## src/rtl/alu_sequencer.sv

```systemverilog
// Sequencer for an external 8-bit ALU: accepts one command and iterates it
// cmd_rep+1 times over the A/D registers, then holds the result until consumed.
module alu_sequencer #(
  parameter int REP_W = 4
) (
  input  logic             clk,
  input  logic             rst_n,
  input  logic             cmd_valid,
  output logic             cmd_ready,
  input  logic [5:0]       cmd_ctrl,
  input  logic [1:0]       cmd_dst,
  input  logic             cmd_ysel,
  input  logic [7:0]       cmd_imm,
  input  logic [REP_W-1:0] cmd_rep,
  output logic             alu_zx,
  output logic             alu_nx,
  output logic             alu_zy,
  output logic             alu_ny,
  output logic             alu_f,
  output logic             alu_no,
  output logic [7:0]       alu_x,
  output logic [7:0]       alu_y,
  input  logic [7:0]       alu_o,
  output logic             res_valid,
  input  logic             res_ready,
  output logic [7:0]       res_data,
  output logic             res_zr,
  output logic             res_ng,
  output logic [7:0]       a_q,
  output logic [7:0]       d_q,
  output logic             busy
);

  typedef enum logic [1:0] {IDLE, EXEC, RESP} state_t;

  state_t             state_q, state_d;
  logic [5:0]         ctrl_q, ctrl_d;
  logic [1:0]         dst_q, dst_d;
  logic               ysel_q, ysel_d;
  logic [7:0]         imm_q, imm_d;
  logic [REP_W-1:0]   cnt_q, cnt_d;
  logic [7:0]         a_d, d_d;
  logic [7:0]         res_q, res_d;

  always_ff @(posedge clk or negedge rst_n) begin
    if (!rst_n) begin
      state_q <= IDLE;
      ctrl_q  <= '0;
      dst_q   <= '0;
      ysel_q  <= 1'b0;
      imm_q   <= '0;
      cnt_q   <= '0;
      a_q     <= '0;
      d_q     <= '0;
      res_q   <= '0;
    end else begin
      state_q <= state_d;
      ctrl_q  <= ctrl_d;
      dst_q   <= dst_d;
      ysel_q  <= ysel_d;
      imm_q   <= imm_d;
      cnt_q   <= cnt_d;
      a_q     <= a_d;
      d_q     <= d_d;
      res_q   <= res_d;
    end
  end

  always_comb begin
    state_d = state_q;
    ctrl_d  = ctrl_q;
    dst_d   = dst_q;
    ysel_d  = ysel_q;
    imm_d   = imm_q;
    cnt_d   = cnt_q;
    a_d     = a_q;
    d_d     = d_q;
    res_d   = res_q;
    case (state_q)
      IDLE: begin
        if (cmd_valid) begin
          ctrl_d  = cmd_ctrl;
          dst_d   = cmd_dst;
          ysel_d  = cmd_ysel;
          imm_d   = cmd_imm;
          cnt_d   = cmd_rep;
          state_d = EXEC;
        end
      end
      EXEC: begin
        // Each iteration commits the ALU result so the next one sees updated A/D.
        if (dst_q[0]) a_d = alu_o;
        if (dst_q[1]) d_d = alu_o;
        res_d = alu_o;
        if (cnt_q != '0) cnt_d = cnt_q - REP_W'(1);
        else             state_d = RESP;
      end
      RESP: begin
        if (res_ready) state_d = IDLE;
      end
      default: state_d = IDLE;
    endcase
  end

  assign {alu_zx, alu_nx, alu_zy, alu_ny, alu_f, alu_no} = ctrl_q;
  assign alu_x     = d_q;
  assign alu_y     = ysel_q ? imm_q : a_q;
  assign cmd_ready = (state_q == IDLE);
  assign busy      = (state_q != IDLE);
  assign res_valid = (state_q == RESP);
  assign res_data  = res_q;
  assign res_zr    = (res_q == 8'h00);
  assign res_ng    = res_q[7];

endmodule

```

## config.mk

```make
export PLATFORM = sky130hd
export DESIGN_NAME = alu_sequencer
export DESIGN_NICKNAME = d
export VERILOG_FILES = /design/src/rtl/alu_sequencer.sv
export SDC_FILE = /design/constraint.sdc
export NUM_CORES = 1
export LEC_CHECK = 0
export CAP_MARGIN = 20
export CORE_AREA = 5 5 80 82
export CTS_BUF_LIST = sky130_fd_sc_hd__clkbuf_16
export DETAILED_ROUTE_END_ITERATION = 8
export DIE_AREA = 0 0 85 87
export HOLD_SLACK_MARGIN = 0.15
export PLACE_DENSITY = 0.8
export SYNTH_ARGS = -nofsm -noshare
export SYNTH_HDL_FRONTEND = slang
export SYNTH_SLANG_ARGS = --single-unit
export TNS_END_PERCENT = 100
```

## constraint.sdc

```tcl
create_clock -name clk -period 1.59 [get_ports clk]
set_clock_uncertainty 0.15 [all_clocks]
set_input_delay 0.159 -clock clk [delete_from_list [all_inputs] [get_ports clk]]
set_output_delay 0.159 -clock clk [all_outputs]
set_load 0.02 [all_outputs]
```

* Word-level counts from Yosys, hierarchy flattened *
Index checks and enable logic that the tools add are counted.

operators by class
  reduce and logical (&&, ||, !) cells = 10
  muxes and demuxes = 8
  $add $sub $neg = 1
  equality and inequality tests = 6

operators by type and width
  kind                   count
  $logic_not A8 Y1       1
  $mux W4                2
  $mux W8                1
  $pmux W4 S2            1
  $mux W2                3
  $ne A2 B2 Y1 const B   3
  $pmux W2 S3            1
  $reduce_and A2 Y1      3
  $reduce_and A3 Y1      2
  $reduce_bool A2 Y1     2
  $reduce_bool A4 Y1     1
  $sub A4 B1 Y4 const B  1
  $eq A2 B1 Y1 const B   1
  $eq A2 B2 Y1 const B   1
  $logic_not A2 Y1       1
  $ne A2 B1 Y1 const B   1

storage, ports and cells
  output and inout bits = 51
  register bits after elaboration = 47
  logic and storage cells = 34
  input port bits = 33

* Longest topological paths before layout *
Gate-level depths: netlist of run 1.

  depth in word-level cells = 3
  gate-level depth with buffers = 6
  depth with buffers taken out = 5

* Worst setup path after synthesis of run 1 *
Ideal clock, no wire load.

  path kind = flip-flop to flip-flop
  start = register state_q[1]
  end = register ctrl_q[0]
  data required time = 1,315 ps
  period minus slack after synthesis = 1,780 ps
  stages on the path, launching flop included = 7
  arrival time = 1,505 ps
  buffers on the path = 2
  setup time = 125 ps
  path slack = -190 ps
  path through = dfrtp_1 > or2_4 > inv_2 > and2_4 > buf_6 > buf_12 > mux2_4

on the way
  word-level cells in the longest chain between the ends = 2

RTL lines
  element                      line  source
  start: declaration           36    state_t state_q, state_d;
  start signal: assignment     57    state_q <= state_d;
  $logic_not A2 Y1             -
  named net cmd_ready          9     output logic cmd_ready,
  $reduce_and A2 Y1 (no line)  -
  end signal: assignment       58    ctrl_q <= ctrl_d;
  end: declaration             37    logic [5:0] ctrl_q, ctrl_d;

The timed path passes the listed nets, and every way through them passes these cells.
A chain may end at the register's enable or synchronous reset.

* Worst setup path in the final report of run 1 *
  start = register res_q[1], in the netlist res_data[1]
  end = output res_zr

on the way
  word-level cells in the longest chain between the ends = 1

RTL lines
  element                   line  source
  start: declaration        43    logic [7:0] res_q, res_d;
  start signal: assignment  65    res_q <= res_d;
  $logic_not A8 Y1          112   assign res_zr = (res_q == 8'h00);
  end: declaration          27    output logic res_zr,

No other way between the ends.

==> results of run 1 <==
worst max path at each step:
| stage | cells after the start | from | end |
|---|---|---|---|
| 3_5_place_dp | 3 | res_data[5] | res_zr |
| 3_3_place_gp | 3 | res_data[5] | res_zr |
| 5_1_grt | 3 | res_data[1] | res_zr |
| 6_report | 3 | res_data[1] | res_zr |
| 4_1_cts | 3 | res_data[1] | res_zr |
| 2_1_floorplan | 6 | state_q[1] | ctrl_q[0] |
where the power goes:
part	leakage (nW)	internal, mW	total (mW)	switching [mW]
clock network	0.0762	0.568	0.980	0.412
registers	0.551	1.78	2.17	0.395
logic	1.19	2.78	4.82	2.04
total	1.82	5.13	7.98	2.84
worst reg2reg max path, stage by stage, from the launching register on:
cell	delay (ps)
dfrtp_2	440
or2_4	250
inv_4	50
and2_4	190
buf_12	140
mux2_4	300
routing by layer:
layer	vias up	track usage, %	wire [um]
met5	-	0	0
met2	53	28.6	3020
li1	741	-	-
met3	8	3.50	281
met1	814	17.6	2230
met4	0	3.02	83
repair_timing:
| action | CTS | global route |
|---|---|---|
| endpoints found under the setup margin | 71 | 71 |
| hold buffers | 1 | 0 |
| cloned | 1 | 0 |
| resized for setup | 101 | 47 |
| hold endpoints to repair | 47 | 0 |
| buffers inserted | 13 | 2 |
| pin swaps | 6 | 7 |
placed cells by master (no fill, tap or decap), drive strengths merged:
cell type / synthesis / final
a211oi: 2 / 2
nand2: 3 / 3
and4bb: 1 / 1
buf: 13 / 54
mux2: 50 / 50
dlymetal6s2s: 0 / 17
inv: 5 / 7
nand3b: 1 / 1
a2bb2oi: 2 / 2
or3: 1 / 1
mux2i: 3 / 3
or4: 2 / 2
and2: 1 / 1
nor2: 3 / 3
o21bai: 1 / 1
nor2b: 1 / 1
or2: 1 / 1
o22ai: 1 / 1
or4b: 2 / 2
clkdlybuf4s50: 0 / 37
o211ai: 1 / 1
dlygate4sd3: 0 / 1
clkbuf: 1 / 6
dlygate4sd2: 0 / 16
and2b: 1 / 1
dfrtp: 47 / 47
clkinv: 0 / 1
ha: 1 / 1
state kept, by name, indices dropped and copies added, names as in the netlist:
signal and count:
a_q 8, alu_x 8, imm_q 8, res_data 8, ctrl_q 6, cnt_q 4, dst_q 2, state_q 2
ysel_q 1
kinds of logic (layout without fill, tap and decap cells):
family | Yosys count | after routing | synth area share (%)
mux | 53 | 53 | 29.7
flops | 47 | 47 | 55.4
buf+inv | 19 | 139 | 6.30
simple gates | 17 | 17 | 5.48
compound gates | 7 | 7 | 2.53
fa+ha+maj | 1 | 1 | 0.589
area by class of cell:
class                           instances  area (um^2)
Clock buffer                            5          125
Clock inverter                          3         12.5
Fill cell                             438         2010
Inverter                                5         21.3
Multi-Input combinational cell         78          961
Sequential cell                        47         1180
Tap cell                               75         93.8
Timing Repair Buffer                  126         1270
per-stage QoR:
step                      setup TNS, ps  instance area [um^2]  power [mW]  instances  hold WS [ps]
final                             -1140                  3670        7.98        339           252
after global routing              -2260                  3670        8.41        339           290
after CTS                         -1240                  3510        7.72        337           259
after detailed placement          -3530                  3150        6.38        314          21.9
after global placement            -3170                  3150        6.29        314          17.0
after floorplan                   -2000                  2130        4.46        144          -287
==> results by group, run 1 <==
STA
  • F_max: about 0.57 GHz
  • Slew Viols, Final: 0
  • RSZ-0062 raised after global routing: yes
  • Final Worst Setup Slack: -159 ps
  • Slew headroom: approximately four fifths
  • Tmin final: ~1700 ps
  • Final cycle utilization of the critical path: 110%
  • Least-Margin Pin Slew: 327 ps
  • Final setup viols: 26
  • Final hold vios: 0

Power and ir drop
  • P per Cell Area: around 2200 mW/mm^2
  • Lkg Pwr: around 1.8 nW
  • Peak VDD IR: 1.05 mV

Synthesis
  • Post-synth EDFFs: 0
  • Syn_nets: 178
  • Top cell type's share of synthesized area: a little under three fifths
  • Yosys warns: 0
  • Register area share after synthesis: roughly 55%
  • Synth Register Bits: between 40 and 50
  • Cell area after synthesis: between 0.002 and 0.0025 mm^2
  • Syn_area_per_cell: ~15 um^2
  • Primary FF master, synth: dfrtp_1
  • Synth cell types: 28
  • Commonest cells in the synthesized netlist: dfrtp_1, mux2_2, buf_4, mux2_4, inv_1
  • Synth area leaders: dfrtp_1, mux2_2, mux2_4
  • Synth area leader: dfrtp_1
  • Most used standard cell by instance count after synthesis: dfrtp_1
  • Post-synthesis cell count: around 140
  • Post-synthesis async set-or-reset flop share: 100%

Clock network
  • Clock latency on the worst-skew pair: about 280 ps
  • CTS clk-pin slew, worst paths: approximately 60 ps
  • Root buffer cell: clkbuf_16
  • TritonCTS clock tree: built
  • Maximum clock insertion buffer count: 2
  • CTS Buf Count: 5
  • CTS Sinks: between 40 and 50
  • H-tree depth: 2

Finish
  • Fin util: between 60% and 70%
  • Post-layout nets: 297
  • Ant. Diodes: 0
  • Layout cells sized above 1: 50.0%
  • Area delta synth->final: 72.7%

Die
  • Die Span X: around 85 um
  • Core area: 0.00568 mm^2
  • # IOs: 84
  • Num rows: 28
  • Die height: ~87 um
  • Die Area: ~0.0074 mm^2
  • Starting Density: a little under two fifths

Routing
  • Drt first pass iters: 5
  • Post-route antenna net violation count: 0
  • Iter 0 DRT Violations: 50
  • Final WL: ~5.6 mm
  • Vias/cell: 4.77
  • Avg WL per Cell: roughly 17 um
  • Vias: between 1.5k and 2k
  • Post-route DRC: 0

Job
  • Max-Cap Viols: 0

Setup path
  • Worst-path cell chain: or4_4, nor2_4, buf_6
  • Reg-to-reg critical path endpoint: ctrl_q[5]
  • Worst R2R Path Depth: 5
  • Worst Path Arrival: ~1400 ps
  • Kind of cell adding the most delay to the critical path: simple AND/OR/NAND/NOR gates
  • Worst path required time: ~1300 ps
  • R2R setup slack: -50 ps
  • Critical setup path kind: reg2out
  • Worst Path Buf+Inv: 1
  • Critical Path End Type: output port
  • CP Max Fanout: 2
  • Largest stage delay on the critical path: roughly 540 ps
  • R2R Path Start: state_q[0]
  • Worst path slowest cell: or4_4
  • Startpoint Class: flop

Global route
  • Largest net degree at the start of global routing: 27
  • Initial antenna violation count: 0
  • GR Util All Layers: ~15%
  • Grt ovf: 0
  • First-pass GRT wire length: 8.75 mm
  • Vias in the first global route: ~1.8k

Placement
  • Placed wire-length estimate: slightly below 4 mm
  • Port buffer count: 83
  • Final Wtd Congestion: approximately 0.87
  • Worst slack at placement: -379 ps

Worst hold path
  • Hold crit path type: in2async

Status
  • Violated checks: negative setup slack
  • Outcome: complete, but fails checks
Note: power is estimated with default switching activity, not from simulation.
==> run 2: changes to the inputs <==
Settings changed: CORE_AREA 5 5 80 82 to 5 5 74 76, DIE_AREA 0 0 85 87 to 0 0 79 81, PLACE_DENSITY 0.8 to 0.88.
Clock period 1.59 ns to 2.1 ns, I/O delays scaled along.
==> run 2 against run 1 <==
  * The flow now finishes without violations
  * Via count is 12% lower
  * Critical path type unchanged
  * Clock-buffer cell count unchanged
  * Wire length decreased by 18%
  * Setup slack better by 240 ps
  * Sequential cell count unchanged
  * Combinational power down 42%
  * Global-route usage is essentially flat
  * Non-clock buffer count fell by 39
  * Power fell by 35%
  * Clock power down 26%
  * First-iteration DRC count is 28% lower
  * Utilization up 1.3 points
==> results by group, run 2 (synthesis results as in run 1) <==
Clock network
  • Clock latency on the worst-skew pair: approximately 280 ps
  • CTS clk-pin slew, worst paths: approximately 60 ps
  • TritonCTS clock tree: built
  • CTS Buf Count: 5
  • Root buffer cell: clkbuf_16
  • Maximum clock insertion buffer count: 2
  • H-tree depth: 2
  • Setup bufs post-CTS: 0
  • CTS Sinks: between 40 and 50

Finish
  • Ant. Diodes: 0
  • Fin util: about two thirds
  • Layout cells sized above 1: 29.3%
  • Area delta synth->final: 44.7%
  • Non-filler cells, final: approximately 280
  • Finished Cell Area: 0.00307 mm^2
  • # fillers: 362
  • Commonest cells after routing, fill and taps aside: clkdlybuf4s50_1, dfrtp_1, mux2_2, mux2_4, inv_1
  • Multi-input gate area: about 810 um^2
  • Post-layout nets: between 200 and 300
  • Flip-flop and latch area: about 0.0012 mm^2
  • Most common library cell in the layout ignoring fill and taps: clkdlybuf4s50_1

Power and ir drop
  • Tot Pwr: ~5.2 mW
  • P per Cell Area: 1690 mW/mm^2
  • Peak VDD IR: 0.889 mV
  • Lkg Pwr: ~1.3 nW

Setup path
  • Critical Path Stages: 3
  • Worst path slowest cell: or4_1
  • Startpoint Class: flop
  • Kind of cell adding the most delay to the critical path: simple AND/OR/NAND/NOR gates
  • Worst R2R Path Depth: 5
  • Worst-path cell chain: or4_1, nor2_1, dlygate4sd2_1
  • Critical Path End Type: output port
  • CP Max Fanout: 3
  • Critical setup path kind: reg2out
  • Worst path required time: 1740 ps
  • Worst Path Buf+Inv: 1
  • R2R Path Start: cnt_q[0]
  • Worst Path Arrival: 1660 ps
  • Crit path launch: res_data[5]
  • Largest stage delay on the critical path: around 560 ps

Die
  • # IOs: 84
  • Die height: approximately 80 um
  • Core area: 0.00466 mm^2
  • Die Span X: between 70 and 80 um
  • Num rows: 25
  • Die Area: roughly 0.0064 mm^2
  • Starting Density: between 40% and 50%

STA
  • Least-Margin Pin Slew: between 500 and 600 ps
  • Slew headroom: between 60% and 70%
  • RSZ-0062 raised after global routing: no
  • Final cycle utilization of the critical path: 96.2%
  • F_max: roughly 0.49 GHz
  • Final setup viols: 0
  • TNS Setup: 0 ps
  • Tmin final: approximately 2000 ps
  • Final Worst Setup Slack: 79.1 ps
  • Slew Viols, Final: 0
  • Hold_ws: approximately 360 ps
  • Final hold vios: 0

Global route
  • Vias in the first global route: between 1.5k and 2k
  • Largest net degree at the start of global routing: 48
  • First-pass GRT wire length: 7.50 mm
  • GR Util All Layers: ~15%
  • Initial antenna violation count: 0
  • Grt ovf: 0

Placement
  • DP Area: 0.00292 mm^2
  • Worst slack at placement: 104 ps
  • Port buffer count: 83
  • Final Wtd Congestion: ~0.86
  • Placed instance count: between 200 and 300
  • Placed wire-length estimate: approximately 3.5 mm

Routing
  • Vias/cell: 5.10
  • Drt first pass iters: 4
  • Post-route DRC: 0
  • Iter 0 DRT Violations: 36
  • Post-route antenna net violation count: 0
  • Avg WL per Cell: about 16 um
  • Vias: between 1k and 1.5k
  • Final WL: 4.59 mm

Status
  • Outcome: finished, final reports clean

Worst hold path
  • Worst Hold Depth: 1
  • Hold crit path type: reg2reg
  • Hold path start: imm_q[5]

Job
  • Max-Cap Viols: 0
run 2: metal layers:
layer / global-route usage, % / vias up / wire [um]
li1: - / 663 / -
met1: 17.7 / 688 / 1960
met2: 25.8 / 67 / 2150
met3: 5.76 / 6 / 418
met4: 5.15 / 0 / 61
met5: 0 / - / 0
run 2: area by class of cell:
cell class	count	area share, %
tap	54	2.20
clock inverter	3	0.407
clock buffer	5	4.07
inverter	5	0.611
sequential	47	38.3
timing repair buffer	87	27.9
multi-input combinational	78	26.5
run 2: timing repair:
action | in CTS | in global routing
endpoints found under the setup margin | 9 | 0
hold buffers | 1 | 0
resized for setup | 2 | 0
endpoints found under the hold margin | 47 | 0
run 2: path summary, 6_finish.rpt:
path	to	slack (ps)
max reg2reg	cnt_q[0]	330
min reg2reg	imm_q[5]	360
max	res_zr	80
max in group asynchronous	ysel_q	960
min in group asynchronous	imm_q[1]	410
min	imm_q[5]	360
run 2: report_power, final:
part	internal (mW)	switching (mW)	total, mW
Clock	0.430	0.298	0.727
Combinational	1.57	1.24	2.81
Sequential	1.35	0.314	1.66
